[config.mk]
export PLATFORM = sky130hd
export DESIGN_NAME = cpu_sequencer
export DESIGN_NICKNAME = d
export VERILOG_FILES = /design/src/rtl/cpu_pkg.sv /design/src/rtl/pc_unit.sv /design/src/rtl/cpu_sequencer.sv
export SDC_FILE = /design/constraint.sdc
export NUM_CORES = 1
export LEC_CHECK = 0
export ABC_AREA = 1
export CAP_MARGIN = 0
export CORE_AREA = 5 5 96 98
export CTS_CLUSTER_DIAMETER = 80
export DETAILED_ROUTE_END_ITERATION = 6
export DIE_AREA = 0 0 101 103
export GPL_TIMING_DRIVEN = 0
export HOLD_SLACK_MARGIN = 0.15
export PLACE_DENSITY = 0.84
export SYNTH_ARGS = -nofsm -noshare
export SYNTH_HDL_FRONTEND = slang
export SYNTH_SLANG_ARGS = --single-unit
[constraint.sdc]
create_clock -name clk -period 2.87 [get_ports clk]
set_clock_uncertainty 0.1 [all_clocks]
set_input_delay 0.574 -clock clk [delete_from_list [all_inputs] [get_ports clk]]
set_output_delay 0.574 -clock clk [all_outputs]
set_load 0.02 [all_outputs]
[src/rtl/cpu_pkg.sv]
// Shared encodings for the CPU sequencer: control states and branch displacement width.
package cpu_pkg;

  localparam int DISP_W = 8;

  typedef enum logic [2:0] {
    ST_FETCH,
    ST_DECODE,
    ST_EXEC,
    ST_MEM,
    ST_WB,
    ST_HALT
  } state_t;

endpackage

[src/rtl/pc_unit.sv]
// Program counter: holds the PC and computes jump / relative-branch / sequential next value.
module pc_unit
  import cpu_pkg::*;
#(
  parameter int                ADDR_W   = 10,
  parameter logic [ADDR_W-1:0] RESET_PC = '0
) (
  input  logic                     clk,
  input  logic                     rst,
  input  logic                     update,
  input  logic                     jump_en,
  input  logic [ADDR_W-1:0]        jump_target,
  input  logic                     branch_take,
  input  logic signed [DISP_W-1:0] branch_disp,
  output logic [ADDR_W-1:0]        pc
);

  logic [ADDR_W-1:0] pc_next;

  // Size cast of a signed operand sign-extends the displacement to PC width.
  function automatic logic [ADDR_W-1:0] sext_disp(input logic signed [DISP_W-1:0] d);
    logic signed [ADDR_W-1:0] w;
    w = ADDR_W'(d);
    return w;
  endfunction

  always_comb begin
    pc_next = pc + ADDR_W'(1);
    if (jump_en) begin
      pc_next = jump_target;
    end else if (branch_take) begin
      pc_next = pc + ADDR_W'(1) + sext_disp(branch_disp);
    end
  end

  always_ff @(posedge clk) begin
    if (rst) begin
      pc <= RESET_PC;
    end else if (update) begin
      pc <= pc_next;
    end
  end

endmodule

[src/rtl/cpu_sequencer.sv]
// Multi-cycle fetch/control sequencer: owns PC, IR and the single memory port,
// with halt/run/single-step debug control and a retired-instruction counter.
module cpu_sequencer
  import cpu_pkg::*;
#(
  parameter int                DATA_W   = 16,
  parameter int                ADDR_W   = 10,
  parameter logic [ADDR_W-1:0] RESET_PC = '0,
  parameter int                CNT_W    = 16
) (
  input  logic                     clk,
  input  logic                     rst,
  output logic                     mem_req,
  output logic                     mem_we,
  output logic [ADDR_W-1:0]        mem_addr,
  input  logic                     mem_ready,
  input  logic [DATA_W-1:0]        mem_rdata,
  output logic [DATA_W-1:0]        ir,
  output logic                     ir_valid,
  input  logic                     exec_done,
  input  logic                     ls_req,
  input  logic                     ls_we,
  input  logic [ADDR_W-1:0]        ls_addr,
  output logic                     load_valid,
  input  logic                     branch_take,
  input  logic signed [DISP_W-1:0] branch_disp,
  input  logic                     jump_en,
  input  logic [ADDR_W-1:0]        jump_target,
  output logic                     reg_we,
  input  logic                     halt_req,
  input  logic                     run,
  input  logic                     step,
  output logic [ADDR_W-1:0]        pc,
  output logic                     halted,
  output logic [CNT_W-1:0]         retired
);

  state_t state, state_next;
  logic   step_mode, halt_pend, wb;

  logic                     ls_we_q, jump_en_q, branch_take_q;
  logic [ADDR_W-1:0]        ls_addr_q, jump_target_q;
  logic signed [DISP_W-1:0] branch_disp_q;

  pc_unit #(.ADDR_W(ADDR_W), .RESET_PC(RESET_PC)) u_pc (
    .clk         (clk),
    .rst         (rst),
    .update      (wb),
    .jump_en     (jump_en_q),
    .jump_target (jump_target_q),
    .branch_take (branch_take_q),
    .branch_disp (branch_disp_q),
    .pc          (pc)
  );

  // halt_pend remembers a halt request seen anywhere in the instruction so a short pulse still halts at WB.
  always_ff @(posedge clk) begin
    if (rst) begin
      state     <= ST_FETCH;
      step_mode <= 1'b0;
      halt_pend <= 1'b0;
      ir        <= '0;
      retired   <= '0;
    end else begin
      state <= state_next;
      if (state == ST_FETCH && mem_ready) ir <= mem_rdata;
      if (state == ST_WB) begin
        retired   <= retired + CNT_W'(1);
        step_mode <= 1'b0;
        halt_pend <= 1'b0;
      end else if (state == ST_HALT) begin
        if (step) step_mode <= 1'b1;
      end else if (halt_req) begin
        halt_pend <= 1'b1;
      end
    end
  end

  always_ff @(posedge clk) begin
    if (state == ST_EXEC && exec_done) begin
      ls_we_q       <= ls_we;
      ls_addr_q     <= ls_addr;
      jump_en_q     <= jump_en;
      jump_target_q <= jump_target;
      branch_take_q <= branch_take;
      branch_disp_q <= branch_disp;
    end
  end

  always_comb begin
    state_next = state;
    mem_req    = 1'b0;
    mem_we     = 1'b0;
    mem_addr   = pc;
    ir_valid   = 1'b0;
    load_valid = 1'b0;
    reg_we     = 1'b0;
    halted     = 1'b0;
    wb         = 1'b0;
    case (state)
      ST_FETCH: begin
        mem_req = 1'b1;
        if (mem_ready) state_next = ST_DECODE;
      end
      ST_DECODE: begin
        ir_valid   = 1'b1;
        state_next = ST_EXEC;
      end
      ST_EXEC: begin
        if (exec_done) state_next = ls_req ? ST_MEM : ST_WB;
      end
      ST_MEM: begin
        mem_req  = 1'b1;
        mem_we   = ls_we_q;
        mem_addr = ls_addr_q;
        if (mem_ready) begin
          load_valid = !ls_we_q;
          state_next = ST_WB;
        end
      end
      ST_WB: begin
        reg_we     = 1'b1;
        wb         = 1'b1;
        state_next = (halt_req || halt_pend || step_mode) ? ST_HALT : ST_FETCH;
      end
      ST_HALT: begin
        halted = 1'b1;
        if (step || (run && !halt_req)) state_next = ST_FETCH;
      end
      default: state_next = ST_FETCH;
    endcase
    // Reset abandons any in-flight access in the same cycle.
    if (rst) begin
      mem_req    = 1'b0;
      mem_we     = 1'b0;
      ir_valid   = 1'b0;
      load_valid = 1'b0;
      reg_we     = 1'b0;
      wb         = 1'b0;
    end
  end

endmodule

## After elaboration in Yosys (flattened, before gate mapping)

Index checks and enable logic that the tools add are counted.

| word-level totals | value |
|---|---|
| bits in registers | 78 |

| operators by class | value |
|---|---|
| add/sub/neg operators | 3 |
| equality and inequality tests | 9 |
| mux-type cells | 22 |
| bitwise operators | 1 |
| reduce and logical (&&, ||, !) cells | 14 |

Operators by type and width:

| kind | number |
|---|---|
| 10-bit 2-to-1 mux | 3 |
| 3-bit 2-to-1 mux | 6 |
| 3-bit one-hot mux with 6 select lines | 1 |
| 16-bit by 1-bit adder with 16-bit output (second input constant) | 1 |
| 1-bit 2-to-1 mux | 12 |
| 10-bit by 1-bit adder with 10-bit output (second input constant) | 1 |
| 10-bit adder | 1 |
| 3-bit by 2-bit equality test with 1-bit output (second input constant) | 2 |
| 3-bit equality test (second input constant) | 2 |
| 2-bit != test (second input constant) | 3 |
| 2-bit AND reduction | 2 |
| 4-bit AND reduction | 1 |
| 2-bit OR reduction | 2 |
| 3-bit by 1-bit equality test with 1-bit output (second input constant) | 1 |
| 1-bit logical AND | 3 |
| 3-bit logical NOT | 1 |
| 1-bit logical OR | 3 |
| 1-bit logical NOT | 2 |
| 2-bit by 1-bit != test with 1-bit output (second input constant) | 1 |
| 1-bit inverter | 1 |

## Logic depth before layout (Yosys ltp)

| logic depth | value |
|---|---|
| depth in word-level cells | 5 |
| depth in mapped cells | 17 |
| gate-level depth less buffers | 17 |

## By module

A second synthesis with hierarchy kept.

| second synthesis, totals | value |
|---|---|
| cells, all modules | 472 |
| area, all modules | 3916.3 um^2 |

By module, submodules not included:

| module | instances | cells each | area each (um^2) |
|---|---|---|---|
| cpu_sequencer | 1 | 288 | 2765.2 |
| pc_unit | 1 | 184 | 1151.1 |

## Worst setup path after synthesis

OpenSTA, ideal clock, no wires.

| timing | value |
|---|---|
| kind | reg2reg |
| from | register u_pc.pc[1] |
| to | register u_pc.pc[9] |
| setup time | 0.112 ns |
| arrival | 2.267 ns |
| required time | 2.658 ns |
| setup slack | 0.391 ns |
| cell stages (with the launch flop) | 18 |
| buffers on the path | 0 |
| cell sequence | dfxtp_1 ha_1 nand3_1 nor2_1 nand2_1 o21ai_0 nand2_1 ha_1 nand2_1 inv_1 a21oi_1 nand3_1 nand2_1 nand3_1 nand2_1 nand3_1 nand2_1 nand2_1 |

| on the way | value |
|---|---|
| cells in the longest elaborated chain, start to end | 4 |

RTL lines:

| element | RTL line | text |
|---|---|---|
| start: declaration | pc_unit.sv:15 | `output logic [ADDR_W-1:0] pc` |
| start signal: assignment | pc_unit.sv:40 | `pc <= pc_next;` |
| 10-bit by 1-bit adder with 10-bit output (*) | pc_unit.sv:28, pc_unit.sv:32 |  |
| 10-bit adder | pc_unit.sv:32 | `pc_next = pc + ADDR_W'(1) + sext_disp(branch_disp);` |
| 10-bit 2-to-1 mux (*) | pc_unit.sv:31 | `end else if (branch_take) begin` |
| 10-bit 2-to-1 mux (*) | pc_unit.sv:29 | `if (jump_en) begin` |

Every way passes the cells marked *; elsewhere a longest branch is shown, timed or not.
A chain may end at the register's enable or synchronous reset.

## Worst setup path in the final report

| timing | value |
|---|---|
| from | register state[2] |
| to | output mem_addr[7] |

| on the way | value |
|---|---|
| cells in the longest elaborated chain, start to end | 2 |

RTL lines:

| element | RTL line | text |
|---|---|---|
| start: declaration | cpu_sequencer.sv:38 | `state_t state, state_next;` |
| start signal: assignment | cpu_sequencer.sv:65 | `state <= state_next;` |
| 3-bit by 2-bit equality test with 1-bit output | cpu_sequencer.sv:100 | `case (state)` |
| 10-bit 2-to-1 mux | cpu_sequencer.sv:100 |  |
| end: declaration | cpu_sequencer.sv:15 | `output logic [ADDR_W-1:0] mem_addr,` |

No other way between the ends.

==> summary.md <==
| Metric | Value |
|---|---|
| Fin crit period | `2.77 ns` |
| DRT iter0 DRCs | `206` |
| Yosys reg bits | `78` |
| Crit-path max cell delay | `0.63 ns` |
| TNS Setup | `0 ns` |
| Placed inst area | `5020 µm²` |
| CTS H-tree lvls | `3` |
| Yosys cell types | `32` |
| Share of the synthesized area in the top cell type | `0.250` |
| Final slew viol count | `0` |
| Critical path start-end classification | `reg2out` |
| Clock tree from TritonCTS | `built` |
| Area of the die | `10400 µm²` |
| Layout overhead on the synthesized area | `39.9%` |
| Final period util | `0.965` |
| Routability congestion estimate | `0.888` |
| Sequential area share after synthesis | `0.496` |
| Yosys warns | `0` |
| Setup Buffers After CTS | `0` |
| Syn Inst Count | `463` |
| Core Util, Final | `0.630` |
| Worst Hold Class | `reg2reg` |
| Final setup fails | `0` |
| Top_reg_cell synth | `dfxtp_1` |
| TritonRoute pass-1 iters | `5` |
| EDFF count, synth | `31` |
| Clock Pin Slew Worst Setup and Hold Paths | `0.08 ns` |
| Status | `finished, final reports clean` |
| Via count | `3562` |
| Grt total ovfl | `0` |
| Starting Density | `0.450` |
| Hold-fix buffers at CTS | `0` |
| Chip height | `103 µm` |
| Vias in the first global route | `3492` |
| Rows | `34` |
| Peak supply drop | `319 µV` |
| GRT Total Usage | `0.192` |
| Antenna Nets Post-Route | `0` |
| Vias per cell | `5.10` |
| Leak Pwr | `2.26 nW` |
| Post-Layout Inst Area | `5280 µm²` |
| Slew at the pin with the worst max-slew slack | `0.876 ns` |
| Synthesized Nets | `530` |
| Final Hold Fails | `0` |
| CP endpoint kind | `output port` |
| Synth cell count leaders | `102 x nand2_1, 58 x inv_1, 48 x a21oi_1` |
| Clock Latency Late Sink | `0.34 ns` |
| Crit start category | `register` |
| Worst EP arrival | `2.09 ns` |
| Fill cell count | `698` |
| Port-buffer cells | `111` |
| # nets final | `652` |
| Synth top area cells | `dfxtp_1 25%, edfxtp_1 25%, nand2_1 10%` |
| Synthesized area | `3770 µm²` |
| Initial antenna violation count | `0` |
| Die X | `101 µm` |
| Slew Limit Headroom | `0.414` |
| Clock Sinks | `78` |
| Layout cells sized above 1 | `0.0644` |
| Wirelength, routed | `9880 µm` |
| Most common cell in the netlist | `nand2_1` |
| Worst-path fanout max | `10` |
| Core footprint | `8380 µm²` |
| Clock Path Buffers | `2` |
| Fmax achieved | `0.361 GHz` |
| Pwr dens | `582 nW/µm²` |
| DRC Markers | `0` |
| # diodes | `0` |
| Hpwl dp | `7700 µm` |
| Most area-hungry cell type in the Yosys netlist | `dfxtp_1` |
| Crit-path slowest cell | `clkdlybuf4s50_1` |
| Root Driver | `clkbuf_8` |
| TritonCTS Buffers | `9` |
| Routed length per placed instance | `14.2 µm` |
| Syn_area_per_cell | `8.14 µm²` |
| CP Cell Sequence | `inv_1, nand3_2, clkbuf_4, nor2_1, a21oi_1, clkdlybuf4s50_1` |
| Largest net degree at the start of global routing | `32` |
| Critical path data required time | `2.20 ns` |
| Max-Cap Viols | `0` |
| Global-route wire length before repair | `16000 µm` |
| IO Count | `113` |
| Fraction of registers with async set/reset | `0` |
[final cells by class]
type	count	area [µm²]	area share
clock inverter	3	21.3	0.00403
tap	108	135	0.0256
clock buffer	13	191	0.0363
multi-input combinational	315	1660	0.315
inverter	59	221	0.0420
buffer	11	48.8	0.00925
sequential	78	1870	0.355
timing repair buffer	111	1120	0.213
[repair_timing]
action                                 in CTS  in global routing
setup endpoints to repair                  12                 12
endpoints found under the hold margin       0                  0
gates resized for setup                     9                 14
[worst max-delay path, delay by kind of cell (launching register included)]
family	cells	cell delay (ns)
compound gates	1	0.15
buf+inv	3	0.98
flops	1	0.41
simple gates	2	0.21
[logic make-up (layout without fill, tap and decap cells)]
| family | Yosys count | in the layout | synth area share |
|---|---|---|---|
| AO/OA/AOI/OAI | 82 | 82 | 0.115 |
| XOR/XNOR | 11 | 11 | 0.0255 |
| adder cells (fa/ha/maj) | 12 | 12 | 0.0418 |
| buffers and inverters | 70 | 197 | 0.0697 |
| flip-flops | 78 | 78 | 0.496 |
| multiplexers | 2 | 2 | 0.00597 |
| AND/OR/NAND/NOR | 208 | 208 | 0.245 |
[final timing paths]
check                                    to  startpoint  slack (ns)  cells past startpoint
worst max-delay path            mem_addr[7]    state[2]        0.10                      6
worst min-delay path              halt_pend   halt_pend        0.36                      2
worst max register to register   u_pc.pc[9]  u_pc.pc[0]        0.24                     17
worst min register to register    halt_pend   halt_pend        0.36                      2
[through the flow]
step           setup slack [ns]  power [mW]  hold WS [ns]  std cells
2_1_floorplan             0.391        1.86         0.330        463
3_3_place_gp             -0.636        2.21         0.336        682
3_5_place_dp             -0.121        2.24         0.345        682
4_1_cts                 0.00328        3.09         0.358        698
5_1_grt                -0.00660        3.24         0.380        698
6_report                  0.102        3.07         0.362        698
[layout by cell type, fill, tap and decap left out, drive strengths merged]
master,n
o31ai,1
clkinv,1
or2,1
fa,1
nor2,43
xor2,9
nand2,104
clkbuf,22
inv,61
dfxtp,47
o211ai,2
dlygate4sd2,3
a21o,2
nor3b,5
ha,11
a31oi,1
buf,2
nor4,2
o21bai,1
nor3,4
o21ai,21
dlymetal6s2s,7
edfxtp,31
mux2,2
nand3,44
o21a,1
a21oi,48
o22ai,5
nand4,5
xnor2,2
clkdlybuf4s50,101
[power breakdown]
group          total, mW  leakage, nW  switching, mW  internal [mW]
Sequential          1.34        0.662         0.0722           1.27
Clock              0.849        0.111          0.402          0.447
Combinational      0.882         1.49          0.518          0.363
Total               3.07         2.26          0.993           2.08
[flip-flops by register name, summed over array words and instances, names as in the netlist]
register	cells
ls_we_q	1
jump_target_q	10
ls_addr_q	10
ir	16
step_mode	1
halt_pend	1
branch_take_q	1
branch_disp_q	8
state	3
u_pc.pc	10
jump_en_q	1
retired	16
[per-layer routing]
metal  global-route usage  vias to the layer above  share of wire
li1                     -                     1786              -
met1                0.250                     1637           0.44
met2                0.318                      121           0.47
met3               0.0379                       18          0.064
met4               0.0695                        0          0.020
met5                    0                        -              0
No activity file was read; power rests on OpenSTA's default activity.
